### config.mk
export PLATFORM = sky130hd
export DESIGN_NAME = chk_fifo
export DESIGN_NICKNAME = d
export VERILOG_FILES = /design/src/rtl/store_checker_pkg.sv /design/src/rtl/store_checker_fifo.sv
export SDC_FILE = /design/constraint.sdc
export NUM_CORES = 1
export LEC_CHECK = 0
export CAP_MARGIN = 10
export CORE_MARGIN = 5
export CORE_UTILIZATION = 35
export CTS_CLUSTER_DIAMETER = 100
export DETAILED_ROUTE_END_ITERATION = 7
export PLACE_DENSITY = 0.57
export SYNTH_ARGS = -nofsm -noshare
export SYNTH_HDL_FRONTEND = slang
export SYNTH_SLANG_ARGS = --single-unit
### constraint.sdc
create_clock -name clk -period 22.8 [get_ports clk]
set_clock_uncertainty 0.05 [all_clocks]
set_input_delay 2.28 -clock clk [delete_from_list [all_inputs] [get_ports clk]]
set_output_delay 2.28 -clock clk [all_outputs]
set_load 0.02 [all_outputs]
### src/rtl/store_checker_pkg.sv
// Shared types and constants for the store checker.
package store_checker_pkg;

    // Checker phases: loading expectations, checking stores, verdicts.
    typedef enum logic [1:0] {
        LOAD = 2'd0,
        RUN  = 2'd1,
        PASS = 2'd2,
        FAIL = 2'd3
    } state_t;

    // One expected store.
    typedef struct packed {
        logic [31:0] addr;
        logic [31:0] data;
    } entry_t;

    // Width of store_count / fail_index.
    localparam int CNT_W = 8;
    localparam logic [CNT_W-1:0] CNT_MAX = '1;

    // Saturating increment for the matched-store counter.
    function automatic logic [CNT_W-1:0] sat_inc(input logic [CNT_W-1:0] v);
        return (v == CNT_MAX) ? v : v + CNT_W'(1);
    endfunction

endpackage

### src/rtl/store_checker_fifo.sv
// chk_fifo: synchronous FIFO holding the expected-store entries.
module chk_fifo
    import store_checker_pkg::*;
#(
    parameter int DEPTH = 8
) (
    input  logic                   clk,
    input  logic                   reset,
    input  logic                   push,
    input  logic                   pop,
    input  entry_t                 din,
    output entry_t                 head,
    output logic                   full,
    output logic                   empty,
    output logic [$clog2(DEPTH):0] level
);

    localparam int AW = $clog2(DEPTH);

    entry_t        mem [DEPTH];
    logic [AW:0]   wr_ptr;
    logic [AW:0]   rd_ptr;

    // Read/write pointers carry one extra wrap bit to tell full from empty.
    always_ff @(posedge clk or posedge reset) begin
        if (reset) begin
            wr_ptr <= '0;
            rd_ptr <= '0;
        end else begin
            if (push && !full)
                wr_ptr <= wr_ptr + (AW+1)'(1);
            if (pop && !empty)
                rd_ptr <= rd_ptr + (AW+1)'(1);
        end
    end

    // Entry storage; contents are don't-care until written.
    always_ff @(posedge clk) begin
        if (push && !full)
            mem[wr_ptr[AW-1:0]] <= din;
    end

    assign level = wr_ptr - rd_ptr;
    assign full  = (level == (AW+1)'(DEPTH));
    assign empty = (wr_ptr == rd_ptr);
    assign head  = mem[rd_ptr[AW-1:0]];

endmodule

==> results of run 1 <==
## cell families after synthesis
family          synth area share [%]
compound gates                 0.391
flops                           78.6
simple gates                    4.52
mux                             14.6
buf+inv                         1.19
xor+xnor                       0.309
fa+ha+maj                      0.417
## sequential cells by signal, indices dropped and copies added, names as in the netlist
name,flops
wr_ptr,4
rd_ptr,4
mem,512
## cell type report
class	instances	share of cell area (%)
Sequential cell	520	65.8
Inverter	7	0.116
Tap cell	756	3.99
Timing Repair Buffer	159	6.49
Multi-Input combinational cell	368	17.2
Antenna cell	2	0.0211
Clock buffer	74	6.11
Clock inverter	16	0.312
## worst max-delay path: stages, from the launching register on
cell and delay (ns):
dfrtp_4 1.12, clkinv_2 0.91, ha_1 0.63, xor2_1 0.19
or3_4 0.39, nor3_4 0.57, clkdlybuf4s50_1 0.73
## cells in the final DEF, fill, tap and decap left out, drive strengths merged
| master | n |
|---|---|
| dfrtp | 8 |
| o31ai | 1 |
| diode | 2 |
| nor4 | 2 |
| o21ai | 1 |
| nor3 | 4 |
| nor2 | 3 |
| mux2 | 1 |
| inv | 7 |
| edfxtp | 512 |
| clkdlybuf4s50 | 137 |
| xor2 | 3 |
| buf | 22 |
| clkinv | 16 |
| fa | 1 |
| nor4b | 3 |
| ha | 5 |
| and3 | 1 |
| nand4 | 2 |
| nand2 | 197 |
| a21oi | 3 |
| a211o | 1 |
| mux4 | 128 |
| nand3 | 2 |
| clkbuf | 74 |
| nand2b | 1 |
| o21a | 1 |
| xnor2 | 4 |
| nor3b | 1 |
| o311ai | 1 |
| or3 | 1 |
| nand3b | 1 |
## metrics by stage
stage / total power [mW] / util [%] / area [um2]
floorplan: 2.04 / - / 19800
global placement: 2.49 / 39.4 / 22200
detailed placement: 2.50 / 39.4 / 22200
CTS: 3.29 / 42.1 / 23700
global route: 3.40 / 42.1 / 23700
finish: 3.21 / 42.1 / 23700
## per-layer routing
metal / vias up / wire [um]
li1: 4112 / -
met1: 4843 / 17700
met2: 197 / 20900
met3: 67 / 2330
met4: 8 / 811
met5: - / 60
## power groups by stage
stage,Clock [mW],Combinational [mW],Sequential (mW)
2_1_floorplan,0,0.751,1.29
3_3_place_gp,0,1.16,1.33
3_5_place_dp,0,1.16,1.34
4_1_cts,0.802,1.16,1.32
5_1_grt,0.842,1.22,1.34
6_report,0.774,1.12,1.32
## how the worst max path moves through the flow
stage,from,end,slack [ns],cells past startpoint
final,rd_ptr[2],full,15.32,6
after global routing,rd_ptr[2],full,14.97,6
after CTS,rd_ptr[2],full,15.13,6
after detailed placement,rd_ptr[2],full,15.77,6
after global placement,rd_ptr[2],full,15.84,6
after floorplan,push,mem[0][0],13.66,2
==> metrics, run 1 <==
Setup Fix Bufs, Post-CTS 0; peak fanout along the critical path 67; Pwr Density ~140 mW/mm2; fin crit share 32.8%; Final min period 7.48 ns; GR Overflow Total 0; clock transition at the registers of the reported paths 0.06 ns; CTS Hold Bufs 0; Clock Path Buffers 3; die area 0.0615 mm2; final wirelength 41800 um; maximum capacitance violations 0; Synth Net Count 1013; clk root buf clkbuf_16; RR Startpoint rd_ptr[2]; GRT Resource Usage Total 13.7%; detailed-route via count between 9000 and 10000; R2R Path End mem[0][8]; DR iter-0 viols 634; Pre-Repair DR Iteration Count 4; Syn Inst Count between 900 and 1000; WP data arrival 5.15 ns; area grow syn2layout 19.5%; Core Area 0.0563 mm2; register area share after synthesis 78.6%; EDFF count, synth 512; Min Hold Slack 0.478 ns; wire per inst 22.0 um; final count of negative-setup-slack endpoints 0; Synth area leader edfxtp_1; met1 GRT Util between 10% and 20%; cts repair resizes 0; LEAKAGE 7.67 nW; DRC viols 0; Synth top cells by count edfxtp_1, nand2_1, mux4_2; Worst Hold Launch rd_ptr[3]; final worst slack 15.32 ns; final slew viol count 0; placer congestion estimate 0.688; critical path class reg -> out; measured slew at the worst slew-check pin 1.06 ns; Final Hold Fails 0; I/O Pins 138; sequential power share 41.0%; P_int 2.17 mW; number of distinct library cells after synthesis 35; PortBufs 137; Synth Flop Type edfxtp_1; count leader, synth edfxtp_1; Worst slew margin 29.6%; placed cell count between 1500 and 2000; clk_lat worst skew 0.58 ns; Hold Path Cell Cnt 1; Clk network pwr share 24.1%; Post-Syn Area per Cell roughly 21 um2; CTS tree built; H-Tree Depth 2; CP Capture Type output port; Req. time, crit path 20.47 ns; die height 248 um; RSZ-0062 raised after global routing false; Routed Antenna Nets 0; CTS buffer count 53; worst r2r path cells 8; Yosys reg bits 520; YS warnings 0; final cell count without fillers approximately 1900; initial antenna violation count 6; Post-synth ARST share 1.54%; peak supply drop 64.0 uV; run status finished clean; pin count of the biggest net entering global routing 68; DR vias/cell 4.85; Setup TNS 0 ns; synth top area cells edfxtp_1, mux4_2, nand2_1; R2R Setup Slk 17.46 ns; share of total power in combinational logic 34.9%; TritonCTS Sinks 520; met3 GRT Util roughly 3.0%; detailed placer's ending HPWL about 22000 um; vias in the first global route 9896; Endpoint, Worst Hold rd_ptr[3]; Psw 1.04 mW; site row count 87; Achievable Freq about 130 MHz; first-pass GRT wire length 63000 um; Post-Place Setup Slack 15.77 ns; Post-Syn Area 0.0198 mm2; DIE WIDTH 248 um; hold crit path type reg -> reg; share of layout cells above drive strength 1 roughly a fifth; met2 Track Usage GR between 20% and 30%; Worst setup SP type flip-flop; Reg area 0.0156 mm2; Filler cells just under 5000; GR peak layer met2; Net Sw Frac around a third; Initial Utilization about a third; footprint of the multi-input gates 0.00407 mm2; Synth top area share 77.6%; Nets 1183
Note: power is estimated with default switching activity, not from simulation.
==> inputs of run 2 (changes only) <==
Clock period 22.8 ns to 7.6 ns, I/O delays scaled along.
==> metrics, run 2 (same netlist as run 1, synthesis figures left out) <==
Final Hold Fails 0; Initial Utilization 35.2%; DRC viols 0; most common cell after layout, fill and taps aside edfxtp_1; Worst setup SP type flip-flop; Pre-Repair DR Iteration Count 5; share of total power in combinational logic 34.2%; critical path class reg -> out; clk root buf clkbuf_16; P_int 6.58 mW; DR iter-0 viols 463; CP bufs+invs 2; Filler cells roughly 5000; Achievable Freq 197 MHz; Worst slew margin 26.6%; initial antenna violation count 4; Min Hold Slack 0.389 ns; die height 248 um; Final min period 5.08 ns; maximum capacitance violations 0; area grow syn2layout 19.8%; peak supply drop 218 uV; first-pass GRT wire length 63500 um; CTS tree built; final slew viol count 0; RSZ-0062 raised after global routing false; peak fanout along the critical path 47; GR Overflow Total 0; WP data arrival 4.27 ns; final cell count without fillers 1906; placed cell count 1808; detailed placer's ending HPWL about 22000 um; clk_lat worst skew 0.58 ns; wire per inst 22.1 um; final wirelength 42200 um; Clock Path Buffers 3; crit path cell chain ha_1, inv_1, fa_1, xor2_1, or3_4, nor3_4, clkdlybuf4s50_1; DIE WIDTH roughly 250 um; CTS Hold Bufs 0; PortBufs 137; I/O Pins 138; CP peak stage delay approximately 1.0 ns; final core utilization a little over two fifths; hold crit path type in -> async; Req. time, crit path 6.79 ns; placer congestion estimate about 0.70; fin crit share 66.9%; LEAKAGE 7.71 nW; CTS buffer count 53; most frequent cells in the layout edfxtp_1, nand2_1, clkdlybuf4s50_1; CP Capture Type output port; crit path max-delay cell type dfrtp_4; share of layout cells above drive strength 1 20.6%; vias in the first global route ~9900; Top delay family on crit path flip-flops; site row count 87; Clk network pwr share 24.8%; sequential power share 41.0%; TritonCTS Sinks 520; DR vias/cell 4.86; Core Area between 0.05 and 0.06 mm2; detailed-route via count 9269; GRT Resource Usage Total between 10 and 15%; Largest register FFs 512; die area 0.0615 mm2; pin count of the biggest net entering global routing 68; Nets 1181; measured slew at the worst slew-check pin 1.10 ns; Setup Fix Bufs, Post-CTS 0; total power 9.73 mW; clock transition at the registers of the reported paths roughly 0.06 ns; Routed Antenna Nets 0; Net Sw Frac 32.4%; Pwr Density 410 mW/mm2; cts repair resizes 0; final count of negative-setup-slack endpoints 0; run status finished clean; Psw 3.15 mW; H-Tree Depth 2
## run 2: cell count changes in the layout (fill, tap and decap cells not counted)
cell,change
buf_4,-2
clkinv_2,+3
bufinv_16,+2
clkinv_1,+7
clkbuf_1,-6
## run 2: final timing paths
check,startpoint,endpoint,slack [ns],cells after the start
hold / removal,reset,wr_ptr[2],0.39,2
min in group clk,rd_ptr[3],rd_ptr[3],0.48,1
hold reg to reg,rd_ptr[3],rd_ptr[3],0.48,1
max in group asynchronous,reset,rd_ptr[0],6.82,2
setup reg to reg,rd_ptr[2],mem[7][23],3.19,7
setup / recovery,rd_ptr[0],full,2.52,7
## run 2: power by group through the flow
stage                     clock network (mW)  logic (mW)  registers (mW)
after floorplan                            0        2.25            3.87
after global placement                     0        3.42            4.05
after detailed placement                   0        3.43            4.07
after CTS                               2.48        3.45            4.01
after global routing                    2.61        3.61            4.05
final                                   2.42        3.33            3.99
## run 2: per-layer routing
layer	track usage [%]	vias up	share of wire (%)
met3	2.88	63	4.6
li1	-	4111	-
met5	0	-	0.062
met1	18.3	4912	43
met4	3.28	4	1.7
met2	23.5	179	51
## run 2: final cells by class
type,count,area (um2),area share (%)
flip-flops and latches,520,15600,65.6
clock inverters,28,175,0.737
multi-input cells,368,4070,17.1
repair buffers,157,1520,6.41
well taps,756,946,3.98
diodes,2,5.00,0.0211
clock buffers,68,1430,6.00
inverters,7,27.5,0.116
## run 2: through the flow
stage	setup slack (ns)	cell area (um2)	setup TNS, ns
finish	2.52	23800	0
global route	2.26	23700	0
CTS	2.37	23700	0
detailed placement	3.02	22100	0
global placement	3.02	22100	0
floorplan	-1.42	19800	-181.63
